### config.mk
export PLATFORM = sky130hd
export DESIGN_NAME = sample_reader
export DESIGN_NICKNAME = d
export VERILOG_FILES = /design/src/rtl/sample_reader.sv
export SDC_FILE = /design/constraint.sdc
export NUM_CORES = 1
export LEC_CHECK = 0
export CORE_UTILIZATION = 50
export DETAILED_ROUTE_END_ITERATION = 7
export PLACE_DENSITY = 0.87
export SLEW_MARGIN = 10
export SYNTH_ARGS = -nofsm -noshare
export SYNTH_HDL_FRONTEND = slang
export SYNTH_SLANG_ARGS = --single-unit
### constraint.sdc
create_clock -name i_clock -period 4.82 [get_ports i_clock]
set_input_delay 0.482 -clock i_clock [delete_from_list [all_inputs] [get_ports i_clock]]
set_output_delay 0.482 -clock i_clock [all_outputs]
set_load 0.02 [all_outputs]
### src/rtl/sample_reader.sv
// Drains the sampler's playback port: each sample is forwarded as a one-byte
// transmit request, and the sampler is paced with single-cycle next pulses.
module sample_reader #(
  parameter int DATA_SIZE    = 8,
  parameter int SAMPLE_COUNT = 1024,
  parameter int CNT_SIZE     = 11,
  parameter int TIMEOUT      = 4096
) (
  input  logic                 i_clock,
  input  logic                 i_reset,
  input  logic                 i_enable,
  input  logic                 i_valid,
  input  logic [DATA_SIZE-1:0] i_data,
  output logic                 o_next,
  output logic [DATA_SIZE-1:0] o_tx_data,
  output logic                 o_tx_start,
  input  logic                 i_tx_busy,
  output logic [CNT_SIZE-1:0]  o_count,
  output logic                 o_busy,
  output logic                 o_done,
  output logic                 o_error
);

  localparam int TMR_W = $clog2(TIMEOUT + 1);
  localparam logic [TMR_W-1:0]    TMR_LAST = TMR_W'(TIMEOUT - 1);
  localparam logic [CNT_SIZE-1:0] CNT_FULL = CNT_SIZE'(SAMPLE_COUNT);

  typedef enum logic [2:0] {
    IDLE,
    WAIT_VALID,
    SEND,
    WAIT_ACK,
    WAIT_TX,
    NEXT,
    DONE
  } state_t;

  state_t           state;
  logic             last_valid;
  logic             val_rise;
  logic [TMR_W-1:0] timer;

  // The sample count stops at a full capture instead of wrapping.
  function automatic logic [CNT_SIZE-1:0] sat_inc(input logic [CNT_SIZE-1:0] v);
    return (v == CNT_FULL) ? v : v + 1'b1;
  endfunction

  assign val_rise = i_valid & ~last_valid;
  assign o_busy   = (state != IDLE);

  // Start is decoded combinationally so it can fire in the first SEND cycle;
  // dropping enable suppresses a start that has not yet been issued.
  assign o_tx_start = (state == SEND) && !i_tx_busy && i_enable;

  always_ff @(posedge i_clock or negedge i_reset) begin
    if (!i_reset) begin
      state      <= IDLE;
      last_valid <= 1'b0;
      timer      <= '0;
      o_count    <= '0;
      o_tx_data  <= '0;
      o_next     <= 1'b0;
      o_done     <= 1'b0;
      o_error    <= 1'b0;
    end else begin
      last_valid <= i_valid;
      o_next     <= 1'b0;
      o_done     <= 1'b0;
      o_error    <= 1'b0;
      if (!i_enable) begin
        state   <= IDLE;
        timer   <= '0;
        o_count <= '0;
      end else begin
        case (state)
          IDLE: begin
            timer   <= '0;
            o_count <= '0;
            state   <= WAIT_VALID;
          end
          WAIT_VALID: begin
            if (val_rise) begin
              o_tx_data <= i_data;
              o_count   <= sat_inc(o_count);
              timer     <= '0;
              state     <= SEND;
            end else if (timer == TMR_LAST) begin
              o_error <= 1'b1;
              timer   <= '0;
              o_count <= '0;
              state   <= IDLE;
            end else begin
              timer <= timer + 1'b1;
            end
          end
          SEND: begin
            if (!i_tx_busy) state <= WAIT_ACK;
          end
          WAIT_ACK: begin
            if (i_tx_busy) state <= WAIT_TX;
          end
          WAIT_TX: begin
            if (!i_tx_busy) begin
              if (o_count == CNT_FULL) begin
                o_done <= 1'b1;
                state  <= DONE;
              end else begin
                o_next <= 1'b1;
                state  <= NEXT;
              end
            end
          end
          NEXT: begin
            timer <= '0;
            state <= WAIT_VALID;
          end
          DONE: begin
            o_count <= '0;
            state   <= IDLE;
          end
          default: state <= IDLE;
        endcase
      end
    end
  end

endmodule

Word level (Yosys, flattened, before mapping)
Index checks and enable logic that the tools add are counted.
{"block": "totals", "ff_bits": 39, "output_inout_bits": 24, "wordCells": 66}
{"block": "classes", "add_sub_neg": 2, "eq_ne": 15, "mux": 29, "bitwise": 2, "reduce_logical": 10}
{"operator": "two-way mux 11 bit", "count": 4}
{"operator": "two-way mux 13 bit", "count": 3}
{"operator": "one-hot mux 13 bit (2 select lines)", "count": 1}
{"operator": "one-hot mux 11 bit (2 select lines)", "count": 1}
{"operator": "two-way mux 3 bit", "count": 6}
{"operator": "one-hot mux 3 bit (5 select lines)", "count": 1}
{"operator": "adder 13 x 1 -> 13 bit (second input constant)", "count": 1}
{"operator": "== test 13 x 12 -> 1 bit (second input constant)", "count": 1}
{"operator": "two-way mux 1 bit", "count": 12}
{"operator": "adder 11 x 1 -> 11 bit (second input constant)", "count": 1}
{"operator": "== test 11 bit (second input constant)", "count": 1}
{"operator": "== test 3 bit (second input constant)", "count": 3}
{"operator": "inequality test 3 bit (second input constant)", "count": 3}
{"operator": "inequality test 4 bit (second input constant)", "count": 2}
{"operator": "== test 3 x 2 -> 1 bit (second input constant)", "count": 2}
{"operator": "inequality test 3 x 2 -> 1 bit (second input constant)", "count": 2}
{"operator": "AND reduction 3 bit", "count": 2}
{"operator": "AND reduction 4 bit", "count": 1}
{"operator": "OR reduction 2 bit", "count": 2}
{"operator": "== test 3 x 1 -> 1 bit (second input constant)", "count": 1}
{"operator": "zero test 3 bit", "count": 1}
{"operator": "nonzero test 3 bit", "count": 1}
{"operator": "logical AND 1 bit", "count": 2}
{"operator": "two-way mux 2 bit", "count": 1}
{"operator": "3 further kinds", "count": 3}

Logic depth before layout (Yosys ltp)
{"block": "logic_depth", "depth_word": 5, "ltp_mapped": 7, "ltp_nobuf": 6}

Least setup slack after synthesis
OpenSTA, ideal clock, no wires.
{"block": "synth_timing", "kind": "register to register", "start": "register o_count[4]", "end": "register o_count[10]", "arrival_time_ps": 1689, "required_ps": 4694, "slack_ps": 3005, "stages_incl_launch_ff": 7, "n_path_buf": 2, "period_less_slack_ps": 1815, "cell_sequence": "dfrtp_1 buf_2 nor4b_2 nand4_1 and2_1 buf_6 a221o_1"}
{"block": "synth_between", "elab_chain_len": 5}
{"item": "start: declaration", "line_no": "18", "source": "output logic [CNT_SIZE-1:0] o_count,"}
{"item": "start signal: assignment", "line_no": "84", "source": "o_count <= sat_inc(o_count);"}
{"item": "adder 11 x 1 -> 11 bit", "line_no": "45", "source": "return (v == CNT_FULL) ? v : v + 1'b1;"}
{"item": "two-way mux 11 bit", "line_no": "45"}
{"item": "two-way mux 11 bit", "line_no": "82", "source": "if (val_rise) begin"}
{"item": "one-hot mux 11 bit (2 select lines)", "line_no": "75", "source": "case (state)"}
{"item": "two-way mux 11 bit", "line_no": "70", "source": "if (!i_enable) begin"}
Parallel ways exist; a longest one is shown, timed or not. The select of a mux whose other input is x is not followed.
A chain may end at the register's enable or synchronous reset.

Worst setup path in the final report
{"block": "layout_timing", "start": "input i_enable", "end": "output o_tx_start"}
{"block": "layout_between", "elab_chain_len": 1}
{"item": "start: declaration", "line_no": "11", "source": "input logic i_enable,"}
{"item": "logical AND 1 bit", "line_no": "53", "source": "assign o_tx_start = (state == SEND) && !i_tx_busy && i_enable;"}
{"item": "end: declaration", "line_no": "16", "source": "output logic o_tx_start,"}
No other way between the ends.

==> impl_metrics.toml <==
[clock_network]
cts_tree = "built"
clk_pin_slew_ns = 0.08
ctsResizeCount = 0
htreeDepth = 2
numClockSinks = 39
cts_buffer_depth = 2
cts_buffers = 5
root_buffer = "clkbuf_8"
insertion_delay_ns = 0.30
post_cts.repair.setup_buffers = 0
holdBufCountCts = 0

[logic_synthesis]
synth_warnings = 0
ys_seq_elements = 39
syn_area_mm2 = 0.00214
synthArstFlopShare = 1.00
ys_types = 52
synth_top_cell_by_area = "dfrtp_1"
syn_nets = 240
synth_edf_count = 0
yosys_most_used_dff = "dfrtp_1"
syn_area_per_cell_um2 = 9.56
yosysSeqAreaShare = 0.456
synthTopCellsByArea = "dfrtp_1 46%, nand2_1 6.7%, and3_1 2.9%, nand3_1 2.3%, a21oi_1 2.1%"
synthCells = 224
yosysTopAreaCellShare = 0.456

[cells_and_area]
fin_cells = 306
num_antenna_cells = 0
layout_common_cells = "39 x dfrtp_1, 38 x nand2_1, 35 x clkdlybuf4s50_1"
drive_above_1_share = 0.0664
area_growth_pct = 20.9
final_nets = 272
layout_commonest_cell = "dfrtp_1"

[drt]
drt-initial-drc-count = 215
num_vias = 1891
wl_per_cell_um = 16.4
via_per_inst = 6.18
routed_wl_mm = 5.01
firstDrtPassIters = 4
drtAntennaViolNets = 0
drc = 0

[grt]
grt_overflow = 0
antenna_found_initial = 0
grt_pass1_vias = 1750
grt_pass1_wl_mm = 8.09
grt_max_degree = 40
grt_use_total = 0.238

[die]
die_x_um = 67.5
ioPinCount = 37
rows = 23
start_util = 0.528
dieArea_mm2 = 0.00455
core_region_area_mm2 = 0.00406
die_y_um = 67.5

[setup_path]
worstPathMaxFanout = 11
path_buf_inv = 2
rr_worst_depth = 5
required_ns = 4.34
start_kind = "primary input"
rrSetupSlack_ns = 2.69
worstPathCellList = "clkdlybuf4s50_1 -> nor2b_1 -> and3_1 -> clkdlybuf4s50_1"
slowest_stage = "clkdlybuf4s50_1"
critical_path.top_delay_family = "buffers and inverters"
worstPathArrival_ns = 2.18
worst_r2r_endpoint = "o_count[9]$_DFFE_PN0P_"
timing.rr.start = "timer[0]$_DFFE_PN0P_"
crit_path_end_kind = "output port"
critical_path.most_common_cell = "clkdlybuf4s50_1"
critPathKind = "in -> out"
critPathMaxStageDelay_ns = 0.68

[sta]
tightest_slew_ns = 0.868
period_minus_slack_ns = 2.66
fmax_mhz = 376
grt_setup_unrepaired = "no"
maxSlewViolCount = 0
fin_skew_ns = 0.0102
finalHoldViolCount = 0
final.setup.tns_ns = 0
relSlewSlack = 0.422
setup_violations = 0
finalCritPeriodShare = 0.552

[placement]
place_inst = 299
place.gp.congestion = 0.794
io_buffers = 36
place_hpwl_mm = 3.37

[power_and_ir_drop]
leakage_nw = 1.12
peakVddDrop_mv = 0.107
p_per_area_mw_per_mm2 = 307

[run]
drv_cap = 0

[min_path]
hp-class = "in -> async"

[status]
outcome = "complete, no violations"
## Yosys cell counts (3+ instances only)
cell type,number
dfrtp_1,39
nand2_1,38
and3_1,10
nand3_1,10
a21oi_1,9
nor2_1,9
nor3_1,7
o21ai_0,7
nor2b_1,6
o31ai_1,6
or4_1,6
a31oi_1,5
clkbuf_1,5
nand4_1,5
a221o_1,4
buf_2,4
inv_1,4
a22o_1,3
and2_1,3
ha_1,3
nor3b_1,3
o21a_1,3
## sequential cells by signal, summed over array words and instances (netlist names)
| register | count |
|---|---|
| state | 3 |
| last_valid | 1 |
| timer | 13 |
| o_tx_data | 8 |
| o_error | 1 |
| o_done | 1 |
| o_next | 1 |
| o_count | 11 |
## routing by layer
layer,track usage,vias up,share of wire
met2,0.368,60,0.47
met1,0.306,925,0.45
met3,0.0659,10,0.055
li1,-,896,-
met4,0.114,0,0.020
met5,0,-,0
## worst max-delay path by stage
stage,start,to,slack (ns),depth (start not counted)
finish,i_enable,o_tx_start,2.16,4
global route,i_enable,o_tx_start,2.07,4
CTS,i_enable,o_tx_start,2.18,4
detailed placement,i_enable,o_tx_start,2.19,4
global placement,i_enable,o_tx_start,2.22,4
floorplan,o_count[4]$_DFFE_PN0P_,o_count[10]$_DFFE_PN0P_,3.00,6
## cell type report
class                           count  area (um^2)
Clock buffer                        6         82.6
Clock inverter                      1         5.00
Fill cell                         331         1470
Inverter                            4         15.0
Multi-Input combinational cell    170         1090
Sequential cell                    39          976
Tap cell                           50         62.6
Timing Repair Buffer               36          355
## through the flow
stage          instance area (um^2)  worst slack (ns)  utilization  power [mW]  hold slack, ns
3_5_place_dp                   2500              2.19        0.617       0.577           0.462
5_1_grt                        2590              2.07        0.638       0.834           0.361
6_report                       2590              2.16        0.638       0.796           0.294
2_1_floorplan                  2140              3.00            -       0.486           0.186
3_3_place_gp                   2500              2.22        0.617       0.569           0.458
4_1_cts                        2590              2.18        0.638       0.799           0.322
## where the power goes
part | internal, mW | switching, mW
logic | 0.0842 | 0.104
registers | 0.358 | 0.0252
clock network | 0.112 | 0.113
total | 0.554 | 0.242
## cells by family after synthesis
family          share of synthesized area
simple gates                        0.296
compound gates                      0.184
flops                               0.456
buf+inv                            0.0339
fa+ha+maj                          0.0175
mux                               0.00935
xor+xnor                          0.00409
(Power assumes the default switching activity.)
